==> src/rtl/lut_or_pkg.sv <==
// Shared definitions for the round-robin OR arbiter: id width helper and
// the legal range of requester counts.
package lut_or_pkg;

    localparam int N_REQ_MIN = 2;
    localparam int N_REQ_MAX = 8;

    // A single requester index still needs one bit, hence the floor of 1.
    function automatic int calc_idw(input int n);
        return (n <= 2) ? 1 : $clog2(n);
    endfunction

    function automatic bit n_req_legal(input int n);
        return (n >= N_REQ_MIN) && (n <= N_REQ_MAX);
    endfunction

endpackage

==> src/rtl/lut_or_arbiter_rr_pick.sv <==
// Combinational round-robin picker: first requester at or after ptr,
// searching upward with wrap, returned as one-hot grant plus encoded index.
module rr_pick
    import lut_or_pkg::*;
#(
    parameter int N_REQ = 3,
    parameter int IDW   = 2
) (
    input  logic [N_REQ-1:0] req,
    input  logic [IDW-1:0]   ptr,
    input  logic             enable,
    output logic [N_REQ-1:0] gnt,
    output logic [IDW-1:0]   idx
);

    logic [IDW:0] cand;
    logic         found;

    // One extra bit on the candidate so ptr + offset cannot overflow before the wrap.
    always_comb begin
        gnt   = '0;
        idx   = '0;
        found = 1'b0;
        cand  = '0;
        if (enable) begin
            for (int i = 0; i < N_REQ; i++) begin
                cand = {1'b0, ptr} + (IDW+1)'(i);
                if (cand >= (IDW+1)'(N_REQ)) begin
                    cand = cand - (IDW+1)'(N_REQ);
                end
                if (!found && req[cand[IDW-1:0]]) begin
                    found                 = 1'b1;
                    gnt[cand[IDW-1:0]]    = 1'b1;
                    idx                   = cand[IDW-1:0];
                end
            end
        end
    end

endmodule

==> src/rtl/lut_or_arbiter.sv <==
// Round-robin arbiter sharing one registered OR stage among N_REQ requesters,
// with a single-entry valid/ready output register.
module lut_or_arbiter
    import lut_or_pkg::*;
#(
    parameter  int N_REQ = 3,
    parameter  int W     = 1,
    localparam int IDW   = calc_idw(N_REQ)
) (
    input  logic             clk,
    input  logic             rst,
    input  logic             en,
    input  logic [N_REQ-1:0] req,
    input  logic [N_REQ*W-1:0] a,
    input  logic [N_REQ*W-1:0] b,
    output logic [N_REQ-1:0] gnt,
    output logic             res_valid,
    output logic [IDW-1:0]   res_id,
    output logic [W-1:0]     res_data,
    input  logic             out_ready
);

    if (!n_req_legal(N_REQ)) begin : g_bad_n_req
        $error("lut_or_arbiter: N_REQ out of range");
    end

    logic [IDW-1:0]   ptr;
    logic [IDW-1:0]   pick_idx;
    logic [N_REQ-1:0] pick_gnt;
    logic             ready;
    logic             granted;
    logic [W-1:0]     or_data;

    // Reset gates the picker so a request during reset is never granted.
    assign ready = !rst && en && (!res_valid || out_ready);

    rr_pick #(
        .N_REQ (N_REQ),
        .IDW   (IDW)
    ) u_pick (
        .req    (req),
        .ptr    (ptr),
        .enable (ready),
        .gnt    (pick_gnt),
        .idx    (pick_idx)
    );

    assign gnt     = pick_gnt;
    assign granted = |pick_gnt;
    assign or_data = a[pick_idx*W +: W] | b[pick_idx*W +: W];

    // A grant refills the output register even while the old result drains.
    always_ff @(posedge clk) begin
        if (rst) begin
            ptr       <= '0;
            res_valid <= 1'b0;
            res_id    <= '0;
            res_data  <= '0;
        end else if (granted) begin
            res_valid <= 1'b1;
            res_id    <= pick_idx;
            res_data  <= or_data;
            ptr       <= (pick_idx == IDW'(N_REQ-1)) ? '0 : pick_idx + IDW'(1);
        end else if (out_ready) begin
            res_valid <= 1'b0;
        end
    end

endmodule

==> config.mk <==
export PLATFORM = sky130hd
export DESIGN_NAME = lut_or_arbiter
export DESIGN_NICKNAME = d
export VERILOG_FILES = /design/src/rtl/lut_or_pkg.sv /design/src/rtl/lut_or_arbiter_rr_pick.sv /design/src/rtl/lut_or_arbiter.sv
export SDC_FILE = /design/constraint.sdc
export NUM_CORES = 1
export LEC_CHECK = 0
export BUFFER_PORTS_ARGS = -buffer_cell sky130_fd_sc_hd__buf_2
export CORE_UTILIZATION = 35
export CTS_CLUSTER_SIZE = 28
export DETAILED_ROUTE_END_ITERATION = 8
export PLACE_DENSITY = 0.55
export REMOVE_ABC_BUFFERS = 1
export SKIP_LAST_GASP = 1
export SYNTH_ARGS = -nofsm -noshare
export SYNTH_HDL_FRONTEND = slang
export SYNTH_SLANG_ARGS = --single-unit
==> constraint.sdc <==
create_clock -name clk -period 2.6 [get_ports clk]
set_input_delay 0.26 -clock clk [delete_from_list [all_inputs] [get_ports clk]]
set_output_delay 0.26 -clock clk [all_outputs]
set_load 0.005 [all_outputs]
==> results of run 1 <==
flip-flops by register name (all words and copies together), names as in the netlist:
| signal | cells |
|---|---|
| ptr | 2 |
| res_id | 2 |
| res_data | 1 |
| res_valid | 1 |
worst min path at each step:
| stage | from | end | slack [ns] | depth (start not counted) |
|---|---|---|---|---|
| after floorplan | rst | res_valid$_SDFFE_PP0P_ | 0.33 | 1 |
| after global placement | res_id[0]$_SDFFE_PP0P_ | res_id[0]$_SDFFE_PP0P_ | 0.46 | 2 |
| after detailed placement | res_id[0]$_SDFFE_PP0P_ | res_id[0]$_SDFFE_PP0P_ | 0.47 | 2 |
| after CTS | rst | res_valid$_SDFFE_PP0P_ | 0.24 | 2 |
| after global routing | rst | res_valid$_SDFFE_PP0P_ | 0.25 | 2 |
| final | rst | res_valid$_SDFFE_PP0P_ | 0.25 | 2 |
report_power, final:
part / internal (mW) / total, mW / switching [mW]
Sequential: 0.101 / 0.107 / 0.00612
Clock: 0.0519 / 0.0804 / 0.0285
Combinational: 0.0697 / 0.149 / 0.0791
Total: 0.223 / 0.337 / 0.114
Yosys cell counts, types with 2 or more instances:
master | n | area share, %
nor2b_1 | 6 | 5.5
and2_1 | 3 | 2.8
inv_1 | 5 | 2.8
nand2_1 | 4 | 2.2
nor2_1 | 6 | 3.3
dfxtp_1 | 6 | 18
ha_1 | 4 | 7.4
mux2_2 | 2 | 3.3
buf_2 | 3 | 2.2
o21ai_0 | 4 | 2.9
mux2i_1 | 6 | 8.8
and4bb_1 | 2 | 3.7
a21oi_1 | 3 | 2.2
nor3b_1 | 2 | 2.2
nand2b_1 | 9 | 8.3
layout make-up:
| type | count | share of cell area, % |
|---|---|---|
| well taps | 25 | 3.912 |
| inverters | 6 | 2.817 |
| clock buffers | 3 | 2.817 |
| flip-flops and latches | 6 | 15.02 |
| repair buffers | 19 | 11.89 |
| multi-input cells | 67 | 63.54 |
per-stage QoR:
step	utilization [%]	total power [mW]
after CTS	44.63	0.3375
after global routing	44.84	0.3661
after detailed placement	43.37	0.2545
after global placement	43.37	0.2551
after floorplan	-	0.2142
final	44.84	0.3365
logic make-up after synthesis:
logic type | Yosys count | synth area share (%)
simple gates | 34 | 29.96
compound gates | 20 | 23.16
fa+ha+maj | 5 | 8.824
buf+inv | 11 | 8.271
flops | 6 | 17.65
mux | 8 | 12.13
routing by layer:
metal	routed length, um	vias up
li1	-	338
met5	0	-
met1	671	290
met3	84	2
met4	21	0
met2	589	28
==> qor.yml, run 1 <==
outcome: "completed"
crit_chain: "inv_1 > ha_1 > and4bb_1 > o31ai_1 > o221ai_1 > and2_1 > buf_2"
gp_congestion: 0.7905
start_kind: "register"
slowest_delay_ns: 0.42
busiest_layer: "met2"
pwr_density_cell_nw_per_um2: 420.9
r2r_end: "res_id[1]$_SDFFE_PP0P_"
antenna_found_initial: 0
hold_violations: 0
tritoncts: "built"
ff2ff_path_depth: 8
slew_viol_final: 0
gr-usage-met3_pct: 2.353
cts_sinks: 6
p_leak_nw: 0.4015
end_kind: "primary output"
post_cts.repair.setup_buffers: 0
ys_types: 34
fin_area_sq_um: 799.5
die_h_um: 46.10
setup_viol: 0
cp.arrival_ns: 2.11
reg2reg_from: "ptr[0]$_SDFFE_PP0P_"
num_vias: 658
grt_pass1_vias: 558
cts_hold_buf: 0
clockBufferDepth: 2
root_buffer: "clkbuf_4"
drcViolationCount: 0
pre_cts_slack_ns: 0.2351
peakVddDrop_uv: 260.1
setup_slack_ns: 0.2294
worstSkewPairLatency_ns: 0.24
wire_per_inst_um: 10.84
post-route-min-period_ns: 2.371
finalSetupTns_ns: 0
path_delay_family: "simple AND/OR/NAND/NOR gates"
dr.first_iter.drc_count: 14
final_cells: 126
clock_skew_ns: 0.001714
core_area_sq_um: 1783
layout.cells.most_common_list: "buf_2, nand2b_1"
n_antenna_cell: 0
die_area_sq_um: 2125
placed_area_sq_um: 773.2
fin_crit_sh_pct: 91.18
critPathKind: "reg2out"
crit_start: "ptr[0]$_SDFFE_PP0P_"
ant_nets: 0
gr-total-overflow: 0
hpwl_um: 1082
cts_max_level: 1
yosysSeqAreaShare_pct: 17.65
synth_ff_type: "dfxtp_1"
slew_headroom_pct: 72.71
syn_avg_cell_area_sq_um: 8.103
yosysWarnings: 0
rsz0062_at_grt: "false"
cp_max_fo: 11
maxCapViolations: 0
start_util_pct: 38.18
hold_path_class: "in2reg"
r2r_setup_slack_ns: 0.27
io_buffers: 19
grt_pass1_wl_um: 2339
cts_buffers: 3
wl_um: 1366
grt_max_degree: 15
multi_input_area_sq_um: 508.0
fmax_mhz: 421.8
crit_slowest_cell: "ha_1"
rows: 15
clk_pin_slew_ns: 0.04
syn2layout_area_growth_pct: 17.46
mostFrequentLayoutCell: "buf_2"
worst_slew_pin_slew_ns: 0.4093
endpoint: "gnt[1]"
track_usage_pct: 14.45
cp.depth: 7
netlist_area_sq_um: 680.7
required_ns: 2.34
fillers: 182
synth_edf_count: 0
netlist_instances: 84
vias_per_cell: 5.222
first_pass_iters: 4
placedCellCount: 123
seqCellArea_sq_um: 120.1
met1_usage_pct: 21.23
grt_use_met2_pct: 21.69
top_level_ports: 20
ys_ff_latch: 6
layout-drive-gt1-share_pct: 29.70
cts_resized: 0
synthArstFlopShare_pct: 0
die_w_um: 46.10
final_net_count: 120
critical_path_buf_inv_count: 2
holdWs_ns: 0.2474
No activity file was read; power rests on OpenSTA's default activity.
==> run 2: changes to the inputs <==
- RECOVER_POWER: unset -> 25
- clock period: 2.6 -> 2.7 ns (I/O delays scaled with it)
==> run 2 against run 1 <==
Setup slack better by 0.011 ns. Final cell count did not move. Clock skew is essentially flat. Combinational power is 5% lower. Die area did not move. Sequential share of layout area is 0.095 points higher. Design area shrank 0.63%.
==> qor.yml, run 2 (synthesis results as in run 1) <==
gp_congestion: 0.7906  # about the same
rows: 15  # unchanged
cts_hold_buf: 0  # unchanged
pre_cts_slack_ns: 0.3110  # +0.07596 ns
slew_headroom_pct: 71.65  # -1.1 points
clock_skew_ns: 0.001795  # +0.00008165 ns
num_vias: 648  # -1.5%
cp_max_fo: 13  # +2
first_pass_iters: 4  # unchanged
n_antenna_cell: 0  # unchanged
cp.arrival_ns: 2.62  # +0.51 ns
holdWs_ns: 0.2517  # +0.004259 ns
ant_nets: 0  # unchanged
post_cts.repair.setup_buffers: 0  # unchanged
die_area_sq_um: 2125  # unchanged
worst_slew_pin_slew_ns: 0.4253  # +0.01601 ns
cts_buffers: 3  # unchanged
grt_pass1_vias: 520  # -6.8%
dr.first_iter.drc_count: 10  # -4
final_cells: 126  # unchanged
post-route-min-period_ns: 2.460
power.internal_mw: 0.2125  # -4.6%
pwr_density_cell_nw_per_um2: 405.8  # -3.6%
setup_slack_ns: 0.2404  # +0.01100 ns
p_total_mw: 0.3224  # -4.2%
final_net_count: 120  # unchanged
maxCapViolations: 0  # unchanged
hpwl_um: 1102  # +1.8%
peakVddDrop_uv: 343.0  # +32%
end_kind: "register"
crit_chain: "inv_1 > ha_1 > nand2b_1 > a32o_2 > a221oi_2 > nor2b_1 > a41o_1 > mux2i_1"
largest_registers: "ptr: 2 flops, res_id: 2 flops"
slowest_delay_ns: 0.40  # -0.02 ns
vias_per_cell: 5.143  # -1.5%
root_buffer: "clkbuf_4"
setup_viol: 0  # unchanged
fin_area_sq_um: 794.5  # -0.63%
gr-total-overflow: 0  # unchanged
required_ns: 2.86  # +0.52 ns
hold_path_class: "in2reg"
wire_per_inst_um: 11.06  # +2.0%
rsz0062_at_grt: "false"
fmax_mhz: 406.6
grt_pass1_wl_um: 2290  # -2.1%
outcome: "completed"
ff2ff_path_depth: 8  # unchanged
pwr-share-clk_pct: 23.8  # about the same
wl_um: 1394  # +2.0%
fillers: 191  # +4.9%
fin_util_pct: 44.56  # -0.28 points
reg2reg_from: "ptr[0]$_SDFFE_PP0P_"
worstSkewPairLatency_ns: 0.24  # about the same
clockBufferDepth: 2  # unchanged
r2r_end: "res_id[1]$_SDFFE_PP0P_"
cts_sinks: 6  # unchanged
syn2layout_area_growth_pct: 16.73
top_level_ports: 20  # unchanged
slew_viol_final: 0  # unchanged
grt_max_degree: 15  # unchanged
core_area_sq_um: 1783  # unchanged
layout.cells.most_common_list: "buf_2, nand2b_1"
placedCellCount: 123  # unchanged
start_util_pct: 38.18  # unchanged
die_w_um: 46.10  # unchanged
sequentialPowerShare_pct: 32.1  # +0.2 points
layout-drive-gt1-share_pct: 26.73  # -3.0 points
track_usage_pct: 14.83  # +0.38 points
comb_power_share_pct: 44.1  # about the same
antenna_found_initial: 0  # unchanged
io_buffers: 19  # unchanged
crit_slowest_cell: "a41o_1"
cts_max_level: 1  # unchanged
crit_start: "ptr[0]$_SDFFE_PP0P_"
start_kind: "register"
finalSetupTns_ns: 0  # unchanged
fin_crit_sh_pct: 91.10
clk_pin_slew_ns: 0.04  # about the same
swShare_pct: 34.08  # +0.27 points
die_h_um: 46.10  # unchanged
switchingPower_mw: 0.1099  # -3.4%
p_leak_nw: 0.3988  # -0.69%
cts_resized: 0  # unchanged
tritoncts: "built"
hold_violations: 0  # unchanged
drcViolationCount: 0  # unchanged
critPathKind: "reg2reg"
mostFrequentLayoutCell: "buf_2"
endpoint: "res_id[1]$_SDFFE_PP0P_"
placed_area_sq_um: 773.2  # unchanged
r2r_setup_slack_ns: 0.24  # -0.03 ns
run 2: changes by cell type in the layout (fill, tap and decap cells not counted):
cell,delta
clkbuf_1,+1
a41o_1,+1
ha_1,+1
a41o_2,-1
buf_2,-1
ha_2,-1
run 2: how the worst min path moves through the flow:
stage / startpoint / end / slack, ns / cells past startpoint
2_1_floorplan: rst / res_valid$_SDFFE_PP0P_ / 0.34 / 1
3_3_place_gp: res_id[0]$_SDFFE_PP0P_ / res_id[0]$_SDFFE_PP0P_ / 0.46 / 2
3_5_place_dp: res_id[0]$_SDFFE_PP0P_ / res_id[0]$_SDFFE_PP0P_ / 0.46 / 2
4_1_cts: rst / res_valid$_SDFFE_PP0P_ / 0.25 / 2
5_1_grt: rst / res_valid$_SDFFE_PP0P_ / 0.25 / 2
6_report: rst / res_valid$_SDFFE_PP0P_ / 0.25 / 2
run 2: layout make-up:
class                           instances  area, sq um  area share [%]
Inverter                                6        22.52           2.835
Sequential cell                         6        120.1           15.12
Clock buffer                            3        22.52           2.835
Multi-Input combinational cell         67        504.2           63.46
Timing Repair Buffer                   19        93.84           11.81
Tap cell                               25        31.28           3.937
run 2: power groups by stage:
stage,Clock [mW],Sequential (mW),Combinational (mW)
final,0.0766,0.104,0.142
after global routing,0.0913,0.104,0.158
after CTS,0.0812,0.103,0.142
after detailed placement,0,0.105,0.142
after global placement,0,0.104,0.141
after floorplan,0,0.105,0.102
run 2: worst max-delay path: cells and delay by family, from the launching register on:
kind	cells	cell delay (ns)
AOI/OAI and AO/OA	3	0.94
and+or+nand+nor	2	0.39
DFF	1	0.38
adders and majority gates	1	0.35
muxes	1	0.23
buffers and inverters	1	0.09
run 2: per-layer routing:
metal  global-route usage [%]  vias up  share of wire, %  wire length (um)
met3                    4.706        0               4.4                61
met1                    19.72      290                50               695
met2                    24.79       21                46               637
li1                         -      337                 -                 -
met5                        0        -                 0                 0
met4                        0        0                 0                 0
